`src/rtl/mips32_pkg.sv`:
```
// Shared definitions for the MIPS32 memory arbiter slice.
//
// Contents:
//   MIPS32_AW / MIPS32_DW : default memory word-address and data widths
//   arb_state_t           : arbiter FSM states (NORMAL, DRAIN, LOCKED)
//   owner_t               : tag of the port that owns the read in flight
package mips32_pkg;

    localparam int MIPS32_AW = 10;
    localparam int MIPS32_DW = 32;

    typedef enum logic [1:0] {
        ST_NORMAL = 2'd0,
        ST_DRAIN  = 2'd1,
        ST_LOCKED = 2'd2
    } arb_state_t;

    typedef enum logic [1:0] {
        OWN_NONE = 2'd0,
        OWN_IF   = 2'd1,
        OWN_D    = 2'd2,
        OWN_H    = 2'd3
    } owner_t;

endpackage

```
`src/rtl/mips32_starve_cnt.sv`:
```
// Saturating starvation counter for one requester.
//
// Counts consecutive cycles in which the requester asked for memory and was
// refused. Any grant, or any cycle without a request, clears the count.
//
// Ports:
//   clk1  : clock
//   rst   : synchronous active-high reset (clears the count)
//   req   : requester is asking this cycle
//   gnt   : requester was granted this cycle
//   boost : count has reached STARVE_MAX; requester outranks everyone
module mips32_starve_cnt #(
    parameter int STARVE_MAX = 4
) (
    input  logic clk1,
    input  logic rst,
    input  logic req,
    input  logic gnt,
    output logic boost
);

    // The counter is only 3 bits wide, so a threshold above 7 is clamped.
    localparam logic [2:0] LIMIT = (STARVE_MAX > 7) ? 3'd7 : 3'(STARVE_MAX);

    logic [2:0] cnt_p1;

    always_ff @(posedge clk1) begin
        if (rst) begin
            cnt_p1 <= 3'd0;
        end else if (req && !gnt) begin
            if (cnt_p1 != 3'd7) begin
                cnt_p1 <= cnt_p1 + 3'd1;
            end
        end else begin
            cnt_p1 <= 3'd0;
        end
    end

    assign boost = (cnt_p1 >= LIMIT);

endmodule

```
`src/rtl/mips32_mem_arbiter.sv`:
```
// Three-port arbiter in front of a single synchronous-read memory.
//
// Ports served: instruction fetch (read only), data (read/write) and a
// host/loader port (read/write) that can also take exclusive ownership of the
// memory through h_lock. Grants are combinational in the request cycle; read
// data returns on the owning port one cycle later, straight from mem_rdata.
//
// Ports:
//   clk1, rst                           : clock, synchronous active-high reset
//   if_req/if_addr -> if_gnt/if_rvalid/if_rdata
//   d_req/d_we/d_addr/d_wdata -> d_gnt/d_rvalid/d_rdata
//   h_req/h_we/h_addr/h_wdata -> h_gnt/h_rvalid/h_rdata
//   h_lock                              : host requests exclusive ownership
//   mem_en/mem_we/mem_addr/mem_wdata    : memory command (to memory)
//   mem_rdata                           : memory read data, 1-cycle latency
//   locked                              : host owns the memory exclusively
//   busy                                : a read response is pending
module mips32_mem_arbiter
    import mips32_pkg::*;
#(
    parameter int AW         = MIPS32_AW,
    parameter int DW         = MIPS32_DW,
    parameter int STARVE_MAX = 4
) (
    input  logic          clk1,
    input  logic          rst,
    // instruction fetch port
    input  logic          if_req,
    input  logic [AW-1:0] if_addr,
    output logic          if_gnt,
    output logic          if_rvalid,
    output logic [DW-1:0] if_rdata,
    // data port
    input  logic          d_req,
    input  logic          d_we,
    input  logic [AW-1:0] d_addr,
    input  logic [DW-1:0] d_wdata,
    output logic          d_gnt,
    output logic          d_rvalid,
    output logic [DW-1:0] d_rdata,
    // host / loader port
    input  logic          h_req,
    input  logic          h_we,
    input  logic [AW-1:0] h_addr,
    input  logic [DW-1:0] h_wdata,
    output logic          h_gnt,
    output logic          h_rvalid,
    output logic [DW-1:0] h_rdata,
    input  logic          h_lock,
    // memory side
    output logic          mem_en,
    output logic          mem_we,
    output logic [AW-1:0] mem_addr,
    output logic [DW-1:0] mem_wdata,
    input  logic [DW-1:0] mem_rdata,
    // status
    output logic          locked,
    output logic          busy
);

    arb_state_t state;
    arb_state_t state_nxt;
    owner_t     owner_p1;
    owner_t     owner_nxt;

    logic if_boost;
    logic h_boost;
    logic busy_raw;

    assign busy_raw = (owner_p1 != OWN_NONE);

    mips32_starve_cnt #(
        .STARVE_MAX(STARVE_MAX)
    ) u_if_starve (
        .clk1 (clk1),
        .rst  (rst),
        .req  (if_req),
        .gnt  (if_gnt),
        .boost(if_boost)
    );

    mips32_starve_cnt #(
        .STARVE_MAX(STARVE_MAX)
    ) u_h_starve (
        .clk1 (clk1),
        .rst  (rst),
        .req  (h_req),
        .gnt  (h_gnt),
        .boost(h_boost)
    );

    // ---- stage p0: arbitration and FSM next state (combinational) ----
    always_comb begin
        if_gnt    = 1'b0;
        d_gnt     = 1'b0;
        h_gnt     = 1'b0;
        state_nxt = state;
        // All grants are suppressed while reset is held.
        if (!rst) begin
            case (state)
                ST_NORMAL: begin
                    // A boosted requester outranks the fixed order; IF
                    // wins if both IF and host are boosted.
                    if (if_boost && if_req) begin
                        if_gnt = 1'b1;
                    end else if (h_boost && h_req) begin
                        h_gnt = 1'b1;
                    end else if (d_req) begin
                        d_gnt = 1'b1;
                    end else if (if_req) begin
                        if_gnt = 1'b1;
                    end else if (h_req) begin
                        h_gnt = 1'b1;
                    end
                    if (h_lock) begin
                        state_nxt = ST_DRAIN;
                    end
                end
                ST_DRAIN: begin
                    // Only the host may touch memory while the last
                    // processor read drains out.
                    h_gnt = h_req;
                    if (!h_lock) begin
                        state_nxt = ST_NORMAL;
                    end else if (!busy_raw) begin
                        state_nxt = ST_LOCKED;
                    end
                end
                ST_LOCKED: begin
                    h_gnt = h_req;
                    if (!h_lock) begin
                        state_nxt = ST_NORMAL;
                    end
                end
                default: begin
                    state_nxt = ST_NORMAL;
                end
            endcase
        end
    end

    always_comb begin
        mem_en    = if_gnt | d_gnt | h_gnt;
        mem_we    = 1'b0;
        mem_addr  = '0;
        mem_wdata = '0;
        owner_nxt = OWN_NONE;
        if (d_gnt) begin
            mem_we    = d_we;
            mem_addr  = d_addr;
            mem_wdata = d_wdata;
            owner_nxt = d_we ? OWN_NONE : OWN_D;
        end else if (if_gnt) begin
            mem_addr  = if_addr;
            owner_nxt = OWN_IF;
        end else if (h_gnt) begin
            mem_we    = h_we;
            mem_addr  = h_addr;
            mem_wdata = h_wdata;
            owner_nxt = h_we ? OWN_NONE : OWN_H;
        end
    end

    // ---- stage p1: state and read-owner registers ----
    always_ff @(posedge clk1) begin
        if (rst) begin
            state    <= ST_NORMAL;
            owner_p1 <= OWN_NONE;
        end else begin
            state    <= state_nxt;
            owner_p1 <= owner_nxt;
        end
    end

    // ---- response: route mem_rdata to the owning port ----
    // Gated with rst so a read in flight when reset arrives never appears.
    assign if_rvalid = !rst && (owner_p1 == OWN_IF);
    assign d_rvalid  = !rst && (owner_p1 == OWN_D);
    assign h_rvalid  = !rst && (owner_p1 == OWN_H);

    assign if_rdata = if_rvalid ? mem_rdata : '0;
    assign d_rdata  = d_rvalid  ? mem_rdata : '0;
    assign h_rdata  = h_rvalid  ? mem_rdata : '0;

    assign busy   = !rst && busy_raw;
    assign locked = !rst && (state == ST_LOCKED);

endmodule

```
`config.mk`:
```
export PLATFORM = sky130hd
export DESIGN_NAME = mips32_mem_arbiter
export DESIGN_NICKNAME = d
export VERILOG_FILES = /design/src/rtl/mips32_pkg.sv /design/src/rtl/mips32_starve_cnt.sv /design/src/rtl/mips32_mem_arbiter.sv
export SDC_FILE = /design/constraint.sdc
export NUM_CORES = 1
export LEC_CHECK = 0
export BUFFER_PORTS_ARGS = -buffer_cell sky130_fd_sc_hd__buf_4
export CAP_MARGIN = 20
export CORE_AREA = 2 2 109 111
export DETAILED_ROUTE_END_ITERATION = 10
export DIE_AREA = 0 0 111 113
export PLACE_DENSITY = 0.59
export SETUP_SLACK_MARGIN = 0.4
export SKIP_LAST_GASP = 1
export SYNTH_ARGS = -nofsm -noshare
export SYNTH_HDL_FRONTEND = slang
export SYNTH_SLANG_ARGS = --single-unit
```
`constraint.sdc`:
```
create_clock -name clk1 -period 1.9 [get_ports clk1]
set_clock_uncertainty 0.2 [all_clocks]
set_input_delay 0.095 -clock clk1 [delete_from_list [all_inputs] [get_ports clk1]]
set_output_delay 0.095 -clock clk1 [all_outputs]
set_load 0.02 [all_outputs]
```
Word level (Yosys, flattened, before mapping)
Cells that the tools add are included.

operators by class
  $add $sub $neg = 2
  order comparisons = 2
  equal/unequal tests = 10
  mux-type cells = 40
  bitwise logic cells = 4
  reductions and logical operators = 18

operator list
  kind                                                                   count
  32-bit two-way mux                                                     6
  10-bit two-way mux                                                     3
  1-bit two-way mux                                                      20
  2-bit two-way mux                                                      9
  1-bit logical AND                                                      9
  3-bit != test, second input constant                                   3
  3-bit by 1-bit adder with 3-bit output, second input constant          2
  2-bit equality test, second input constant                             3
  3-bit greater-or-equal comparator, second input constant               2
  2-bit one-hot mux with 3 select lines                                  1
  2-bit OR reduction                                                     3
  2-bit by 1-bit equality test with 1-bit output, second input constant  2
  2-bit != test, second input constant                                   2
  1-bit zero test                                                        3
  3-bit AND reduction                                                    1
  2-bit zero test                                                        1
  1-bit inverter                                                         2
  1-bit OR                                                               2
  1-bit one-hot mux with 2 select lines                                  1
  2-bit nonzero test                                                     1

storage, ports and cells
  bits in registers = 10
  input bits = 134
  output and inout bits = 148
  logic and storage cells = 80

Longest topological paths before layout
Gate-level depths: netlist (run 1).

  word-level depth = 11
  mapped depth = 8
  depth with buffers taken out = 6

By module
Synthesis (run 1) repeated with hierarchy kept, for this count alone.

second synthesis, totals
  cell total of the unflattened synthesis = 274
  area, all modules = 1999.4 sq um

modules (own cells, without submodules)
  module              times used  cells each  area each (sq um)  sequential area each (sq um)
  mips32_mem_arbiter  1           242         1679.1             80.1
  mips32_starve_cnt   2           16          160.2              60.1

Worst setup path after synthesis (run 1)
Ideal clock, no wire load.

  kind = reg2out
  from = register state[0]
  to = output mem_wdata[13]
  arrival time = 1.753 ns
  required time = 1.605 ns
  path slack = -0.148 ns
  stages on the path, launching flop included = 9
  buffers on the path = 3
  cell sequence = dfxtp_1 inv_1 ha_1 buf_4 nand2_1 and4bb_4 buf_4 buf_2 a22o_1

between the ends
  elaborated cells between the ends (all ways) = 13
  those cells by class = 2 x eq/ne; 9 x mux; 2 x reduce/logical

RTL lines
  what                      line                       RTL
  start: declaration        mips32_mem_arbiter.sv:61   arb_state_t state;
  start signal: assignment  mips32_mem_arbiter.sv:170  state <= state_nxt;
  2-bit zero test           mips32_mem_arbiter.sv:100  case (state)
  1-bit two-way mux         mips32_mem_arbiter.sv:100
  1-bit two-way mux         mips32_mem_arbiter.sv:99   if (!rst) begin
  net d_gnt                 mips32_mem_arbiter.sv:38   output logic d_gnt,
  32-bit two-way mux        mips32_mem_arbiter.sv:148  if (d_gnt) begin
  end: declaration          mips32_mem_arbiter.sv:54   output logic [DW-1:0] mem_wdata,

The timed path passes the listed nets, and every way through them passes these cells.

Worst setup path after layout (run 1)
  from = register state[1]
  to = output mem_wdata[27]

between the ends
  word-level cells in the longest chain between the ends = 7
  elaborated cells between the ends (all ways) = 13
  those cells by class = 2 x eq/ne; 9 x mux; 2 x reduce/logical

ends and longest elaborated chain
  what                                                                                   line                       RTL
  2-bit equality test or 2-bit by 1-bit equality test with 1-bit output (tied branches)  mips32_mem_arbiter.sv:100
  2-bit OR reduction (no line)                                                           -
  1-bit one-hot mux with 2 select lines                                                  mips32_mem_arbiter.sv:100
  1-bit two-way mux                                                                      mips32_mem_arbiter.sv:99
  32-bit two-way mux                                                                     mips32_mem_arbiter.sv:156  end else if (h_gnt) begin
  32-bit two-way mux                                                                     mips32_mem_arbiter.sv:153  end else if (if_gnt) begin
  32-bit two-way mux *                                                                   mips32_mem_arbiter.sv:148

Mark *: on every way between the ends. The rest lies on a longest branch, timed or not.

==> metrics.txt, run 1 <==
final core occ 0.549; vias in the first global route 3,322; row count 39; Switch Pwr 0.719 mW; post-route clock period utilization 1.13; met3 routed WL 981 um; Clock Sinks 10; area of the multi-input gates 0.00218 mm^2; final hold violations 0; Least-Margin Pin Slew 337 ps; Hold WC Path Type in -> reg; synth top area cells and2_1, a22o_1, dfxtp_1, ha_1, a221o_1; fin crit period 2140 ps; final setup margin -243 ps; largest net degree at the start of global routing 17; die height 113 um; critical path startpoint state[1]$_SDFFE_PP0P_; Placed Cells 671; Arr. time, crit path 1850 ps; Syn Nets 386; sequential share of power 0.114; All-Layer GR Usage 0.181; Yosys reg bits 10; Post-Syn Instances 243; most numerous cell in the Yosys netlist and2_1; Synth Flop Type dfxtp_1; failing checks setup timing; CORE AREA 0.0113 mm^2; n_diodes 0; Distinct cells, synth 38; insertion delay to the later sink of the worst-skew pair 230 ps; Num CTS Buffers 3; Area Overhead vs Synth 232%; Vias/cell 4.53; remaining global-route overflow 0; port buffer count 281; post-cts hold buffer count 0; Die X-Extent 111 um; CTS tree built; Power Density 339 mW/mm^2; Metal-1 WL 4.67 mm; fin cells 717; post-DP HPWL 9.40 mm; status finished, violations left; Static Leak 3.13 nW; Max H-tree Level 1; worst-case hold slack 42.7 ps; Pwr Total 2.10 mW; area leader, netlist and2_1; Layout Nets 718; WL met2 7.49 mm; Ys Warns 0; fill count 966; Peak VDD IR 0.303 mV; crit path max fanout 16; via count 3,248; synth cell count leaders and2_1, a22o_1, nor2_1; clk buf depth 2; drt first pass iters 4; WL per Instance 18.7 um; highest routed layer met4; Yosys top cell area share 0.356; FF-to-FF Start state[1]$_SDFFE_PP0P_; Slew Viols, Final 0; Post-synth EDFFs 0; fraction of layout cells with a size suffix above 1 0.908; total die area 0.0125 mm^2; Reg area 211 um^2; Int Pwr 1.38 mW; # DRC 0; unrepaired setup endpoints after global routing true; Worst setup EP type primary output; ys async rst share 0; Setup Viol. Count Final 44; initial antenna violation count 0; starting density of the core 0.165; beginning of the worst hold path if_req; Starting DRT DRC Count 105; Logic pwr share 0.691; Clk pin slew, worst setup/hold paths 40 ps; Sw Share 0.343; synthesized area per cell 7.67 um^2; fmax 0.467 GHz; Max-Cap Viols 0; number of placed I/O pins 282; Final GP Congestion 0.851; Post-Place Setup Slack 9.75 ps; DRT antenna net count 0; worst setup path category reg -> out; Startpoint Class flop; worst path required time 1600 ps; Routed Wire Length 13.4 mm; clock network fraction of total power 0.196; Seq/Total Area, Yosys 0.107; CTS Root Cell clkbuf_16; Slew HR 0.773; mapped cell area 0.00186 mm^2; first-pass GRT wire length 18.1 mm
[path summary, 6_finish.rpt]
| kind | endpoint | slack, ps | cells after the start |
|---|---|---|---|
| worst min-delay path | u_if_starve.cnt_p1[2]$_SDFFE_PP0P_ | 40 | 3 |
| worst max register to register | state[0]$_SDFFE_PP0P_ | 310 | 9 |
| worst max-delay path | mem_wdata[27] | -240 | 8 |
| worst min register to register | u_h_starve.cnt_p1[1]$_SDFFE_PP0P_ | 310 | 2 |
[cells by family after synthesis]
family | after synthesis | synth area share
AND/OR/NAND/NOR | 137 | 0.450
AO/OA/AOI/OAI | 58 | 0.283
buffers and inverters | 22 | 0.0638
flip-flops | 10 | 0.107
adder cells (fa/ha/maj) | 9 | 0.0604
multiplexers | 5 | 0.0268
XOR/XNOR | 2 | 0.00940
[worst max-delay path, cell delays in order, from the launching register on]
cell	delay, ps
dfxtp_2	340
inv_2	60
ha_4	190
buf_12	130
a211oi_4	270
buf_12	170
buf_12	160
a22o_2	150
buf_4	130
[sequential cells by signal, summed over array words and instances (netlist names)]
name and cells:
u_h_starve.cnt_p1 3, owner_p1 2, state 2, u_if_starve.cnt_p1 3
[layout by cell type, fill, tap and decap left out, types with 2 or more instances in the layout]
master	instances
a221o_1	7
a221o_2	3
a22o_2	3
a22o_4	29
and2_4	106
buf_12	13
buf_16	6
buf_4	172
buf_6	150
buf_8	4
clkbuf_16	5
dfxtp_1	5
dfxtp_2	3
dfxtp_4	2
ha_1	6
ha_4	2
inv_2	2
mux2i_1	5
nand2_1	3
nand2_2	2
nor2_1	11
nor3_1	2
nor3b_4	2
xor2_1	2
[per-stage QoR]
step / instance area [um^2] / setup TNS, ps
after floorplan: 2180 / 0
after global placement: 4570 / 0
after detailed placement: 4570 / 0
after CTS: 5710 / -8150
after global routing: 6180 / -11900
final: 6180 / -8770
[timing repair]
action                                  in CTS  in global routing
endpoints found under the hold margin        0                  0
buffers inserted                            24                  6
pin swaps                                   69                 57
gates resized for setup                    199                111
endpoints found under the setup margin     154                154
gates cloned                                10                  2
[layer usage]
| metal | vias up | GRT usage |
|---|---|---|
| li1 | 1519 | - |
| met1 | 1522 | 0.179 |
| met3 | 17 | 0.0396 |
| met2 | 190 | 0.387 |
| met5 | - | 0 |
| met4 | 0 | 0.0267 |
[power by group through the flow]
stage	clock [mW]	combinational [mW]	sequential (mW)
after floorplan	0	0.556	0.240
after global placement	0	1.10	0.241
after detailed placement	0	1.12	0.242
after CTS	0.414	1.31	0.237
after global routing	0.431	1.52	0.240
final	0.410	1.45	0.238
[final cells by class]
cell class | count | area share
multi-input combinational | 211 | 0.353
sequential | 10 | 0.0342
inverter | 2 | 0.00121
clock buffer | 4 | 0.0144
tap | 143 | 0.0289
timing repair buffer | 347 | 0.569
No activity file was read; power rests on OpenSTA's default activity.
==> inputs of run 2 (changes only) <==
--- a/config.mk
+++ b/config.mk
@@ -7,12 +7,14 @@
 export LEC_CHECK = 0
 export BUFFER_PORTS_ARGS = -buffer_cell sky130_fd_sc_hd__buf_4
 export CAP_MARGIN = 20
-export CORE_AREA = 2 2 109 111
+export CORE_AREA = 2 2 111 113
 export DETAILED_ROUTE_END_ITERATION = 10
-export DIE_AREA = 0 0 111 113
+export DIE_AREA = 0 0 113 115
 export PLACE_DENSITY = 0.59
-export SETUP_SLACK_MARGIN = 0.4
+export RECOVER_POWER = 25
+export SETUP_SLACK_MARGIN = 0.15
 export SKIP_LAST_GASP = 1
 export SYNTH_ARGS = -nofsm -noshare
 export SYNTH_HDL_FRONTEND = slang
+export SYNTH_HIERARCHICAL = 1
 export SYNTH_SLANG_ARGS = --single-unit
==> run 2 against run 1 <==
The flow finishes with violations (DRC, setup timing). Power down 8.2%. Critical path depth stayed put. Via count fell by 1.7%. Hold slack lost 18 ps. Final cell count grew 0.56%. Sequential cell count unchanged. First-iteration DRC count up 30%. Cell area decreased by 13%. Synthesized cell count is 13% higher. Synthesized area is 7.2% higher. Clock-buffer cell count is 1 lower. Largest cell class unchanged. Highest routed layer unchanged.
==> metrics.txt, run 2 <==
CTS tree built (unchanged); Pwr Total 1.92 mW (was 2.10 mW); status finished, violations left (unchanged); remaining global-route overflow 0 (unchanged); Setup Viol. Count Final 45 (was 44); Yosys top cell area share 0.300 (was 0.356); beginning of the worst hold path h_lock (was if_req); insertion delay to the later sink of the worst-skew pair 240 ps (was 230 ps); Final GP Congestion 0.832 (was 0.851); Routed Wire Length 11.4 mm (was 13.4 mm); worst path required time 1600 ps (about the same); CORE AREA 0.0118 mm^2 (was 0.0113 mm^2); Layout Nets 720 (was 718); mapped cell area 0.00200 mm^2 (was 0.00186 mm^2); Post-synth EDFFs 0 (unchanged); Post-Place Setup Slack -49.5 ps (was 9.75 ps); Placed Cells 690 (was 671); Syn Nets 418 (was 386); commonest non-fill, non-tap cell in the layout buf_4 (unchanged); Arr. time, crit path 1860 ps (was 1850 ps); Area Overhead vs Synth 168% (was 232%); Vias/cell 4.43 (was 4.53); Max H-tree Level 1 (unchanged); Die X-Extent 113 um (was 111 um); fin crit period 2150 ps (was 2140 ps); Startpoint Class flop (unchanged); Num CTS Buffers 3 (unchanged); final core occ 0.453 (was 0.549); cell depth of the worst hold path 3 (unchanged); number of placed I/O pins 282 (unchanged); setup TNS -9420 ps (was -8770 ps); crit-path cells inv_2 -> ha_4 -> nand3b_1 -> o2bb2ai_4 -> nor2_4 -> clkbuf_16 -> a22o_4 -> buf_4 (was inv_2 -> ha_4 -> buf_12 -> a211oi_4 -> buf_12 -> buf_12 -> a22o_2 -> buf_4); Clk pin slew, worst setup/hold paths 40 ps (about the same); Hold Crit Endpoint state[0]$_SDFFE_PP0P_ (was u_if_starve.cnt_p1[2]$_SDFFE_PP0P_); final setup margin -251 ps (was -243 ps); failing checks DRC, setup timing (was setup timing); worst-case reg-to-reg path depth 9 (unchanged); Worst setup EP type primary output (unchanged); ys async rst share 0 (unchanged); Least-Margin Pin Slew 501 ps (was 337 ps); most numerous cell in the Yosys netlist and2_1 (unchanged); Ys Warns 6 (was 0); post-route clock period utilization 1.13 (about the same); crit path max fanout 16 (unchanged); initial antenna violation count 0 (unchanged); CP max stage delay 320 ps (was 340 ps); unrepaired setup endpoints after global routing true (unchanged); synth cell count leaders and2_1, a22o_1, nor2_1 (unchanged); post-DP HPWL 8.49 mm (was 9.40 mm); first-pass GRT wire length 15.1 mm (was 18.1 mm); DRT antenna net count 0 (unchanged); # DRC 20 (was 0); row count 40 (was 39); CTS Root Cell clkbuf_16 (unchanged); Hold WC Path Type in -> reg (unchanged); Worst R2R Setup Slack 20 ps (was 310 ps); worst setup path category reg -> out (unchanged); Peak VDD IR 0.247 mV (was 0.303 mV); die height 115 um (was 113 um); Static Leak 2.77 nW (was 3.13 nW); Slew HR 0.666 (was 0.773); total die area 0.0130 mm^2 (was 0.0125 mm^2); Power Density 359 mW/mm^2 (was 339 mW/mm^2); port buffer count 281 (unchanged); most frequent cells in the layout buf_4, and2_1, a22o_4, buf_6, nor2_1 (was buf_4, buf_6, and2_4); final hold violations 0 (unchanged); fin area 0.00535 mm^2 (was 0.00618 mm^2); clk buf depth 2 (unchanged); Slew Viols, Final 0 (unchanged); All-Layer GR Usage 0.142 (was 0.181); Post-Syn Instances 274 (was 243); fmax 0.465 GHz (was 0.467 GHz); Synth Flop Type dfxtp_1 (unchanged); Starting DRT DRC Count 136 (was 105); vias in the first global route 3,042 (was 3,322); synthesized area per cell 7.30 um^2 (was 7.67 um^2); fraction of layout cells with a size suffix above 1 0.716 (was 0.908); n_diodes 0 (unchanged); Yosys reg bits 10 (unchanged); Worst path slowest cell dfxtp_2 (unchanged); Distinct cells, synth 36 (was 38); Seq/Total Area, Yosys 0.100 (was 0.107); FF-to-FF Start state[0]$_SDFFE_PP0P_ (was state[1]$_SDFFE_PP0P_); fin cells 721 (was 717); WL per Instance 15.8 um (was 18.7 um); starting density of the core 0.169 (was 0.165); via count 3,193 (was 3,248); drt first pass iters 7 (was 4); Max-Cap Viols 0 (unchanged); placed cell area 0.00461 mm^2 (was 0.00457 mm^2); worst-case hold slack 24.9 ps (was 42.7 ps); area leader, netlist and2_1 (unchanged); largest net degree at the start of global routing 34 (was 17); Clock Sinks 10 (unchanged); Regs by FF count u_h_starve/cnt_p1 (3), u_if_starve/cnt_p1 (3) (was u_h_starve.cnt_p1 (3), u_if_starve.cnt_p1 (3)); synth top area cells and2_1, a22o_1, dfxtp_1, ha_1, nor2_1 (was and2_1, a22o_1, dfxtp_1, ha_1, a221o_1); r2r endpoint u_if_starve/cnt_p1[0]$_SDFFE_PP0P_ (was state[0]$_SDFFE_PP0P_)
-- run 2: layout make-up --
| class | count | area [um^2] |
|---|---|---|
| fill | 1119 | 6460 |
| timing repair buffer | 322 | 2770 |
| multi-input combinational | 231 | 2070 |
| sequential | 10 | 210 |
| tap | 147 | 184 |
| clock buffer | 3 | 75.1 |
| inverter | 8 | 37.5 |
-- run 2: kinds of logic (layout without fill, tap and decap cells) --
| logic type | Yosys count | after routing | share of synthesized area |
|---|---|---|---|
| adder cells (fa/ha/maj) | 10 | 10 | 0.0626 |
| buffers and inverters | 33 | 333 | 0.0889 |
| flip-flops | 10 | 10 | 0.100 |
| multiplexers | 5 | 5 | 0.0250 |
| AO/OA/AOI/OAI | 68 | 68 | 0.263 |
| XOR/XNOR | 2 | 2 | 0.00876 |
| AND/OR/NAND/NOR | 146 | 146 | 0.452 |
-- run 2: worst max path at each step --
stage | start | endpoint | slack, ps
after floorplan | state[1]$_SDFFE_PP0P_ | u_if_starve/cnt_p1[0]$_SDFFE_PP0P_ | 40
after global placement | state[1]$_SDFFE_PP0P_ | mem_addr[9] | 30
after detailed placement | state[1]$_SDFFE_PP0P_ | mem_addr[0] | -50
after CTS | state[0]$_SDFFE_PP0P_ | mem_wdata[0] | -250
after global routing | state[0]$_SDFFE_PP0P_ | mem_wdata[5] | -330
final | state[0]$_SDFFE_PP0P_ | mem_wdata[5] | -250
-- run 2: worst max-delay path, delay by kind of cell, from the launching register on --
family          cells  cell delay [ps]
compound gates      2              470
fa+ha+maj           1              150
buf+inv             3              430
flops               1              320
simple gates        2              240
-- run 2: metal layers --
layer	track usage	vias up	part of all wire	routed length, um
met5	0	-	0	0
met4	0.0317	0	0.010	118
met3	0.0306	9	0.081	926
met2	0.290	181	0.56	6370
met1	0.147	1455	0.35	3960
li1	-	1548	-	-
-- run 2: repair_timing --
action / 4_1_cts / 5_1_grt
pin swaps: 9 / 20
hold buffers: 3 / 0
resized for setup: 26 / 61
setup endpoints to repair: 53 / 149
buffers inserted: 7 / 9
gates cloned: 3 / 6
endpoints found under the hold margin: 4 / 0
-- run 2: report_power, final --
group	switching [mW]	internal (mW)
logic	0.588	0.731
clock network	0.0980	0.273
registers	0.0113	0.222
total	0.697	1.23
==> inputs of run 3 (changes only) <==
--- a/config.mk
+++ b/config.mk
@@ -7,14 +7,13 @@
 export LEC_CHECK = 0
 export BUFFER_PORTS_ARGS = -buffer_cell sky130_fd_sc_hd__buf_4
 export CAP_MARGIN = 20
-export CORE_AREA = 2 2 111 113
+export CORE_AREA = 2 2 109 111
 export DETAILED_ROUTE_END_ITERATION = 10
-export DIE_AREA = 0 0 113 115
+export DIE_AREA = 0 0 111 113
 export PLACE_DENSITY = 0.59
 export RECOVER_POWER = 25
 export SETUP_SLACK_MARGIN = 0.15
 export SKIP_LAST_GASP = 1
 export SYNTH_ARGS = -nofsm -noshare
 export SYNTH_HDL_FRONTEND = slang
-export SYNTH_HIERARCHICAL = 1
 export SYNTH_SLANG_ARGS = --single-unit
==> run 3 against run 2 <==
The flow finishes with violations (setup timing). Sequential cell count did not move. Non-clock buffer count rose by 8. Sequential power rose by 2%. Fmax fell by 0.71%. Power rose by 1.4%. Critical path type unchanged. Largest cell class unchanged. Largest power group unchanged.
==> metrics.txt, run 3 (synthesis results as in run 1) <==
fmax 0.462 GHz (was 0.465 GHz); Power Density 374 mW/mm^2 (was 359 mW/mm^2); Hold WC Path Type in -> reg (unchanged); fin cells 703 (was 721); area of the multi-input gates 0.00196 mm^2 (was 0.00207 mm^2); Least-Margin Pin Slew 415 ps (was 501 ps); post-DP HPWL 8.90 mm (was 8.49 mm); fin crit period 2170 ps (was 2150 ps); Most Frequent Cell on Critical Path buf_6; unrepaired setup endpoints after global routing true (unchanged); Placed Cells 673 (was 690); largest net degree at the start of global routing 34 (unchanged); Setup Viol. Count Final 44 (was 45); via count 3,167 (was 3,193); final setup margin -267 ps (was -251 ps); CTS Root Cell clkbuf_16 (unchanged); final hold violations 0 (unchanged); Starting DRT DRC Count 144 (was 136); fill count 1,089 (was 1,119); Area Overhead vs Synth 180% (was 168%); Slew Viols, Final 0 (unchanged); commonest non-fill, non-tap cell in the layout buf_4 (unchanged); Reg area 210 um^2 (unchanged); Slew HR 0.720 (was 0.666); beginning of the worst hold path if_req (was h_lock); Max H-tree Level 1 (unchanged); worst path required time 1600 ps (about the same); Final GP Congestion 0.903 (was 0.832); die height 113 um (was 115 um); CP max stage delay 360 ps (was 320 ps); initial antenna violation count 0 (unchanged); fraction of layout cells with a size suffix above 1 0.721 (was 0.716); first-pass GRT wire length 17.2 mm (was 15.1 mm); port buffer count 281 (unchanged); CTS tree built (unchanged); failing checks setup timing (was DRC, setup timing); post-cts hold buffer count 0 (was 3); Clock Sinks 10 (unchanged); worst setup path category reg -> out (unchanged); Logic pwr share 0.668 (was 0.686); placed cell area 0.00455 mm^2 (was 0.00461 mm^2); sequential share of power 0.122 (about the same); Regs by FF count u_h_starve.cnt_p1 (3), u_if_starve.cnt_p1 (3) (was u_h_starve/cnt_p1 (3), u_if_starve/cnt_p1 (3)); Layout Nets 704 (was 720); total die area 0.0125 mm^2 (was 0.0130 mm^2); Worst R2R Setup Slack 130 ps (was 20 ps); clk buf depth 2 (unchanged); starting density of the core 0.165 (was 0.169); Static Leak 2.78 nW (was 2.77 nW); WL per Instance 17.2 um (was 15.8 um); n_diodes 0 (unchanged); worst-case reg-to-reg path depth 7 (was 9); Max-Cap Viols 0 (unchanged); All-Layer GR Usage 0.166 (was 0.142); Int Pwr 1.27 mW (was 1.23 mW); Sw Share 0.350 (was 0.362); FF-to-FF Start state[0]$_SDFFE_PP0P_ (unchanged); fin area 0.00522 mm^2 (was 0.00535 mm^2); row count 39 (was 40); Hold Crit Endpoint u_if_starve.cnt_p1[2]$_SDFFE_PP0P_ (was state[0]$_SDFFE_PP0P_); remaining global-route overflow 0 (unchanged); Num CTS Buffers 3 (unchanged); drt first pass iters 4 (was 7); status finished, violations left (unchanged); Peak VDD IR 0.337 mV (was 0.247 mV); Arr. time, crit path 1870 ps (was 1860 ps); number of placed I/O pins 282 (unchanged); r2r endpoint u_h_starve.cnt_p1[0]$_SDFFE_PP0P_ (was u_if_starve/cnt_p1[0]$_SDFFE_PP0P_); # DRC 0 (was 20); Worst setup EP type primary output (unchanged); vias in the first global route 3,312 (was 3,042); insertion delay to the later sink of the worst-skew pair 230 ps (was 240 ps); crit-path cells inv_2 -> ha_4 -> a31oi_4 -> a211oi_4 -> buf_6 -> buf_6 -> a221o_2 -> buf_6 (was inv_2 -> ha_4 -> nand3b_1 -> o2bb2ai_4 -> nor2_4 -> clkbuf_16 -> a22o_4 -> buf_4); Clk pin slew, worst setup/hold paths 40 ps (about the same); Startpoint Class flop (unchanged); clock network fraction of total power 0.210 (was 0.193); Switch Pwr 0.682 mW (was 0.697 mW); Vias/cell 4.50 (was 4.43); post-route clock period utilization 1.14 (was 1.13); cell depth of the worst hold path 3 (unchanged); CORE AREA 0.0113 mm^2 (was 0.0118 mm^2); most frequent cells in the layout buf_4, and2_1, buf_6 (was buf_4, and2_1, a22o_4, buf_6, nor2_1); Worst path slowest cell a221o_2 (was dfxtp_2); DRT antenna net count 0 (unchanged); crit path max fanout 3 (was 16); Routed Wire Length 12.1 mm (was 11.4 mm); Die X-Extent 111 um (was 113 um)
[run 3: changes by cell type in the layout (fill, tap and decap cells not counted), sizes merged, moves of 8 or more]
cell and delta:
buf +19, nor2 -12, a21oi -11, a221o +10, and2 +10, nand4 -9
o21ai -8
[run 3: final cells by class]
type                    instances  area share
repair buffers                330       0.532
multi-input cells             214       0.375
flip-flops and latches         10      0.0403
well taps                     143      0.0343
clock buffers                   4      0.0170
inverters                       2     0.00144
[run 3: power groups by stage]
stage / registers (mW) / logic, mW / clock network [mW]
after floorplan: 0.239 / 0.556 / 0
after global placement: 0.241 / 1.10 / 0
after detailed placement: 0.242 / 1.11 / 0
after CTS: 0.238 / 1.22 / 0.417
after global routing: 0.241 / 1.37 / 0.429
final: 0.238 / 1.30 / 0.409
[run 3: worst max path at each step]
stage / end / from / cells after the start
floorplan: mem_addr[6] / state[0]$_SDFFE_PP0P_ / 8
global placement: mem_wdata[22] / state[1]$_SDFFE_PP0P_ / 7
detailed placement: mem_wdata[31] / state[1]$_SDFFE_PP0P_ / 7
CTS: mem_wdata[28] / state[0]$_SDFFE_PP0P_ / 8
global route: mem_wdata[14] / state[0]$_SDFFE_PP0P_ / 8
finish: mem_addr[0] / state[0]$_SDFFE_PP0P_ / 8
[run 3: what timing repair did]
item / in CTS / in global routing
setup buffers: 9 / 7
gates resized for setup: 32 / 62
hold endpoints to repair: 0 / 0
setup endpoints to repair: 78 / 142
gates cloned: 4 / 6
pin swaps: 9 / 8
[run 3: per-stage QoR]
step	power (mW)	setup TNS (ps)	hold WS [ps]	util	setup slack [ps]
floorplan	0.795	0	89.4	-	92.9
global placement	1.34	-150	270	0.404	-17.6
detailed placement	1.35	-785	284	0.404	-48.3
CTS	1.87	-9420	41.8	0.433	-264
global route	2.04	-12560	63.7	0.463	-339
finish	1.95	-9300	53.7	0.463	-267
[run 3: per-layer routing]
metal / vias up / track usage / part of all wire
met2: 176 / 0.315 / 0.53
met3: 4 / 0.0412 / 0.083
met4: 0 / 0.0250 / 0.0035
li1: 1502 / - / -
met5: - / 0 / 0
met1: 1485 / 0.192 / 0.39
[run 3: worst max-delay path: cells and delay by family (launching register included)]
family	cells	cell delay, ps
buffers and inverters	4	460
AO/OA/AOI/OAI	3	620
adder cells (fa/ha/maj)	1	220
flip-flops	1	340
